File: config.mk
export PLATFORM = sky130hd
export DESIGN_NAME = mem_block_mover
export DESIGN_NICKNAME = d
export VERILOG_FILES = /design/src/rtl/mem_block_mover.sv
export SDC_FILE = /design/constraint.sdc
export NUM_CORES = 1
export LEC_CHECK = 0
export BUFFER_PORTS_ARGS = -buffer_cell sky130_fd_sc_hd__buf_2
export CAP_MARGIN = 5
export CORE_MARGIN = 5
export CORE_UTILIZATION = 55
export CTS_CLUSTER_SIZE = 12
export DETAILED_ROUTE_END_ITERATION = 16
export PLACE_DENSITY = 0.8
export SYNTH_ARGS = -nofsm -noshare
export SYNTH_HDL_FRONTEND = slang
export SYNTH_SLANG_ARGS = --single-unit
File: constraint.sdc
create_clock -name clk -period 3.5 [get_ports clk]
set_clock_uncertainty 0.05 [all_clocks]
set_input_delay 0.35 -clock clk [delete_from_list [all_inputs] [get_ports clk]]
set_output_delay 0.35 -clock clk [all_outputs]
set_load 0.03 [all_outputs]
File: src/rtl/mem_block_mover.sv
// Block-transfer initiator for the byte-wide data memory port.
// COPY moves src..src+len-1 to dst..dst+len-1; FILL writes a constant over the destination run.
module mem_block_mover #(
  parameter int AW = 8,
  parameter int DW = 8
) (
  input  logic          clk,
  input  logic          rst,
  input  logic          start,
  input  logic          mode,
  input  logic [AW-1:0] src,
  input  logic [AW-1:0] dst,
  input  logic [AW-1:0] len,
  input  logic [DW-1:0] fill_val,
  input  logic          abort,
  output logic          busy,
  output logic          done,
  output logic          aborted,
  output logic [DW-1:0] checksum,
  output logic [AW-1:0] mem_a,
  output logic [DW-1:0] mem_wd,
  output logic          mem_we,
  input  logic [DW-1:0] mem_rd
);

  // state | meaning
  // IDLE  | waiting for start, memory port quiet
  // READ  | COPY: presenting src+idx, capturing mem_rd
  // WRITE | presenting dst+idx with write data, mem_we high
  // FIN   | one-cycle done pulse, back to IDLE
  typedef enum logic [1:0] {IDLE, READ, WRITE, FIN} state_t;

  state_t        state;
  logic          mode_q;
  logic [AW-1:0] src_q;
  logic [AW-1:0] dst_q;
  logic [AW-1:0] len_q;
  logic [DW-1:0] fill_q;
  logic [AW-1:0] idx;
  logic [AW-1:0] idx_nxt;
  logic          we_q;

  assign idx_nxt = idx + 1'b1;

  // Abort must kill the write of the cycle it arrives in, hence the only
  // combinational input-to-output path.
  assign mem_we = we_q & ~abort;

  always_ff @(posedge clk or negedge rst) begin
    if (!rst) begin
      state    <= IDLE;
      busy     <= 1'b0;
      done     <= 1'b0;
      aborted  <= 1'b0;
      checksum <= '0;
      mem_a    <= '0;
      mem_wd   <= '0;
      we_q     <= 1'b0;
      mode_q   <= 1'b0;
      src_q    <= '0;
      dst_q    <= '0;
      len_q    <= '0;
      fill_q   <= '0;
      idx      <= '0;
    end else begin
      case (state)
        IDLE: begin
          if (start) begin
            mode_q   <= mode;
            src_q    <= src;
            dst_q    <= dst;
            len_q    <= len;
            fill_q   <= fill_val;
            idx      <= '0;
            checksum <= '0;
            aborted  <= 1'b0;
            if (len == '0) begin
              state <= FIN;
              done  <= 1'b1;
            end else if (mode) begin
              state  <= WRITE;
              busy   <= 1'b1;
              mem_a  <= dst;
              mem_wd <= fill_val;
              we_q   <= 1'b1;
            end else begin
              state <= READ;
              busy  <= 1'b1;
              mem_a <= src;
            end
          end
        end

        READ: begin
          if (abort) begin
            state   <= FIN;
            busy    <= 1'b0;
            done    <= 1'b1;
            aborted <= 1'b1;
            mem_a   <= '0;
          end else begin
            // mem_wd doubles as the read-data latch for the following WRITE
            state  <= WRITE;
            mem_a  <= dst_q + idx;
            mem_wd <= mem_rd;
            we_q   <= 1'b1;
          end
        end

        WRITE: begin
          if (abort) begin
            state   <= FIN;
            busy    <= 1'b0;
            done    <= 1'b1;
            aborted <= 1'b1;
            we_q    <= 1'b0;
            mem_a   <= '0;
            mem_wd  <= '0;
          end else begin
            checksum <= checksum + mem_wd;
            idx      <= idx_nxt;
            if (idx_nxt == len_q) begin
              state  <= FIN;
              busy   <= 1'b0;
              done   <= 1'b1;
              we_q   <= 1'b0;
              mem_a  <= '0;
              mem_wd <= '0;
            end else if (mode_q) begin
              mem_a  <= dst_q + idx_nxt;
              mem_wd <= fill_q;
            end else begin
              state  <= READ;
              we_q   <= 1'b0;
              mem_a  <= src_q + idx_nxt;
              mem_wd <= '0;
            end
          end
        end

        FIN: begin
          state <= IDLE;
          done  <= 1'b0;
        end

        default: state <= IDLE;
      endcase
    end
  end

endmodule

Word level (Yosys, flattened, before mapping):

Cells that the tools add are included.
Widths: inputs -> output; s select.

* output and inout bits: 28
* word-level logic and storage cells: 101
* flip-flop bits (word level): 71
* input bits: 45

* eq/ne operators: 14
* reductions and logical operators: 15
* bitwise gates (word level): 2
* muxes and demuxes: 51
* add/sub/neg operators: 5

Operator list (count)
* $mux 8: 17
* $pmux 8 s3: 2
* $add 8x8->8: 4
* $pmux 8 s2: 2
* $mux 1: 19
* $ne 2x2->1 const B: 7
* $mux 2: 6
* $reduce_and 5->1: 2
* $reduce_and 3->1: 3
* $add 8x1->8 const B: 1
* $eq 8x8->1: 1
* $logic_not 8->1: 1
* $pmux 2 s4: 1
* $pmux 1 s3: 2
* $reduce_and 6->1: 1
* $eq 2x2->1 const B: 2
* $ne 4x4->1 const B: 1
* $pmux 1 s4: 1
* $reduce_and 2->1: 2
* $reduce_and 4->1: 1
* $reduce_bool 2->1: 2
* $ne 3x3->1 const B: 1
* $reduce_bool 3->1: 1
* $eq 2x1->1 const B: 1
* 6 further kinds: 6

Longest topological paths before layout:

* word-level depth: 6
* gate-level depth with buffers: 12
* depth with buffers taken out: 12

Worst setup path after synthesis:

Ideal clock, no wire load.

* path kind: reg2reg
* start: register mode_q
* end: register mem_a[6]
* data arrival time: 2.543 ns
* path slack: 0.763 ns
* stages on the path, launching flop included: 11
* required time: 3.307 ns
* period minus slack after synthesis: 2.737 ns
* library setup time: 0.143 ns
* path buffers: 2
* cell sequence: dfrtp_1 -> buf_2 -> clkbuf_1 -> mux2i_1 -> fa_1 -> nand2b_1 -> o21ai_1 -> nor2_1 -> or4_1 -> a221oi_2 -> a311oi_1

* cells in the longest elaborated chain, start to end: 4

Ends and longest elaborated chain
* start: declaration: RTL line 34 `logic mode_q;`
* start signal: assignment: RTL line 69 `mode_q <= mode;`
* $mux 8: RTL line 129 `end else if (mode_q) begin`
* $mux 8: RTL line 122 `if (idx_nxt == len_q) begin`
* $mux 8: RTL line 111 `if (abort) begin`
* $pmux 8 s3: RTL line 66 `case (state)`
* end signal: assignment: RTL line 83 `mem_a <= dst;`
* end signal: assignment: RTL line 130 `mem_a <= dst_q + idx_nxt;`
* end signal: assignment: RTL line 135 `mem_a <= src_q + idx_nxt;`
* end: declaration: RTL line 20 `output logic [AW-1:0] mem_a,`

No other way between the ends.
A chain may end at the register's enable or synchronous reset.

Worst setup path after layout:

* start: register idx[0]
* end: register mem_wd[0]

* cells in the longest elaborated chain, start to end: 5

Ends and longest elaborated chain
* start: declaration: RTL line 39 `logic [AW-1:0] idx;`
* start signal: assignment: RTL line 121 `idx <= idx_nxt;`
* $add 8x1->8: RTL line 43 `assign idx_nxt = idx + 1'b1;`
* $eq 8x8->1: RTL line 122
* $mux 8: RTL line 122
* $mux 8: RTL line 111
* $pmux 8 s3: RTL line 66
* end signal: assignment: RTL line 84 `mem_wd <= fill_val;`
* end signal: assignment: RTL line 105 `mem_wd <= mem_rd;`
* end signal: assignment: RTL line 131 `mem_wd <= fill_q;`
* end: declaration: RTL line 21 `output logic [DW-1:0] mem_wd,`

No other way between the ends.

==> reports/metrics.csv <==
metric;value;unit
post_cts_buffers;0;
cts_root_buf;clkbuf_8;
fill_cells;643;
ys_ff_latch;71;
worst_path_max_delay_cell;nor2_1;
fin_cells;626;
rrSetupSlack;0.37;ns
layout-drive-gt1-share;0.265;
tightestPinTransition;1.06;ns
grt_usage;0.240;
critPathMaxFanout;14;
wl_per_cell;18.2;um
p_int;2.83;mW
seqPwrFrac;0.289;
insertion_delay;0.37;ns
rsz0062_at_grt;no;
avgSynthCellArea;9.93;um2
p_sw_frac;0.458;
cp_num_buf_inv;1;
hold_viol;0;
cts.sink_count;71;
syn-num-nets;524;
crit_family;simple AND/OR/NAND/NOR gates;
r2r_cells;9;
crit_type;reg2reg;
grt_pass1_vias;3900;
grt_max_degree;41;
synthTopCellsByArea;dfrtp_1 40%, mux2_2 9.8%, ha_1 7.6%, xnor2_1 3.9%, nor2_1 3.8%;
grt-busiest-layer;met2;
grt_pass1_wl;18900;um
start_util;0.571;
drtIter0Drc;250;
wl;11400;um
status;finished, final reports clean;
slew_viol_final;0;
antenna_found_initial;0;
die_height;100;um
dp_cells;610;
synth_common_cells;71 x dfrtp_1, 45 x nor2_1, 39 x mux2_2, 30 x nand2_1, 27 x ha_1;
cts_buffers;9;
cts_max_level;3;
area_growth;15.3;%
pin_count;73;
ff_latch_area;1780;um2
fp.dieW;100;um
synth_top_area_cell;dfrtp_1;
cp_slowest_stage_delay;0.81;ns
max_cap_viol_count;0;
grtUsageMet1;0.333;
reg2reg_from;idx[0];
max_freq;0.319;GHz
n_antenna_cell;0;
final_nets;594;
required;3.71;ns
relSlewSlack;0.292;
via_per_inst;5.96;
grt_overflow;0;
synth_edf_count;0;
firstDrtPassIters;4;
clkTransAtPathRegs;0.08;ns
cts_tree;done;
total_power;5.23;mW
dp_hpwl;8530;um
power.switching;2.39;mW
yosys_warnings;0;
ys_types;49;
pwr-share-comb;0.572;
peakVddDrop;0.000532;V
synthFlopType;dfrtp_1;
min_path_type;in2async;
cts_resized;0;
endpoint_kind;flop;
portBuffers;72;
grt_use_met3;0.0598;
core_region_area;7810;um2
rows;32;
clock_path_buffers;2;
fin_crit_sh;0.895;
synth_most_common_cell;dfrtp_1;
r2r-end;mem_wd[0];
drc;0;
setup_viol;0;
syn-cell-area;4460;um2
tns;0;ns
min_period;3.13;ns
power_density;1020;nW/um2
dieArea;10000;um2
synth_top_area_frac;0.398;
place.gp.congestion;0.906;
arrival;3.34;ns
crit_path_cell_trace;ha_1 > nand2_1 > or4_1 > nand4_1 > nor4_2 > nor2_1 > buf_4 > nand3_1 > a221oi_1;
synthesis.instances;449;
hold_buffers;0;
whs;0.0117;ns
num_vias;3733;
seq_area_frac_synth;0.398;
cp-start-kind;flop;
multi_input_area;2520;um2
ant_nets;0;
grtUsageMet2;0.369;
leakage;2.45;nW
clkPwrFrac;0.140;
async_reset_ff_frac;1.00;
-- sequential cells by signal, indices dropped and copies added (netlist names) --
name / cells
mem_wd: 8
mem_a: 8
busy: 1
fill_q: 8
we_q: 1
state: 2
src_q: 8
len_q: 8
done: 1
mode_q: 1
aborted: 1
idx: 8
checksum: 8
dst_q: 8
-- power groups by stage --
stage               registers [mW]  logic, mW  clock network, mW
global route                  1.55       3.25              0.786
detailed placement            1.51       2.94                  0
floorplan                     1.66       1.97                  0
global placement              1.49       2.82                  0
CTS                           1.50       2.97              0.735
finish                        1.51       2.99              0.731
-- how the worst max path moves through the flow --
| stage | startpoint | end | slack [ns] | cells past startpoint |
|---|---|---|---|---|
| 6_report | idx[0] | mem_wd[0] | 0.37 | 9 |
| 5_1_grt | idx[0] | mem_wd[0] | 0.15 | 9 |
| 4_1_cts | idx[0] | mem_wd[4] | 0.42 | 9 |
| 3_5_place_dp | idx[0] | mem_wd[4] | 0.40 | 9 |
| 3_3_place_gp | idx[0] | mem_wd[7] | 0.57 | 9 |
| 2_1_floorplan | mode_q | mem_a[6] | 0.76 | 10 |
-- stage by stage --
stage | util | setup slack [ns] | instance area [um2]
2_1_floorplan | - | 0.763 | 4460
3_3_place_gp | 0.631 | 0.567 | 4930
3_5_place_dp | 0.631 | 0.402 | 4930
4_1_cts | 0.659 | 0.420 | 5140
5_1_grt | 0.659 | 0.149 | 5140
6_report | 0.659 | 0.367 | 5140
-- area by class of cell --
cell class / count / area share
clock buffers: 11 / 0.0255
clock inverters: 5 / 0.0161
inverters: 20 / 0.0146
multi-input cells: 337 / 0.489
flip-flops and latches: 71 / 0.345
well taps: 102 / 0.0248
repair buffers: 80 / 0.0842
-- per-layer routing --
metal | vias to the layer above | share of wire
li1 | 1757 | -
met2 | 143 | 0.47
met1 | 1812 | 0.44
met5 | - | 0
met3 | 21 | 0.072
met4 | 0 | 0.020
-- cells in the final DEF, fill, tap and decap left out, types with 13 or more instances in the layout --
cell type / count
nor2_1: 45
xnor2_1: 20
mux2_2: 39
buf_2: 72
ha_1: 27
dfrtp_1: 71
mux2i_1: 16
a221oi_1: 13
nand3_1: 14
xor2_1: 14
nand2_1: 30
o21ai_0: 26
inv_1: 19
a21oi_1: 24
-- kinds of logic after synthesis --
logic type                 synth area share
buffers and inverters                0.0373
adders and majority gates            0.0892
DFF                                   0.398
AOI/OAI and AO/OA                     0.152
xor gates and xnor gates             0.0704
and+or+nand+nor                       0.118
muxes                                 0.134
No activity file was read; power rests on OpenSTA's default activity.
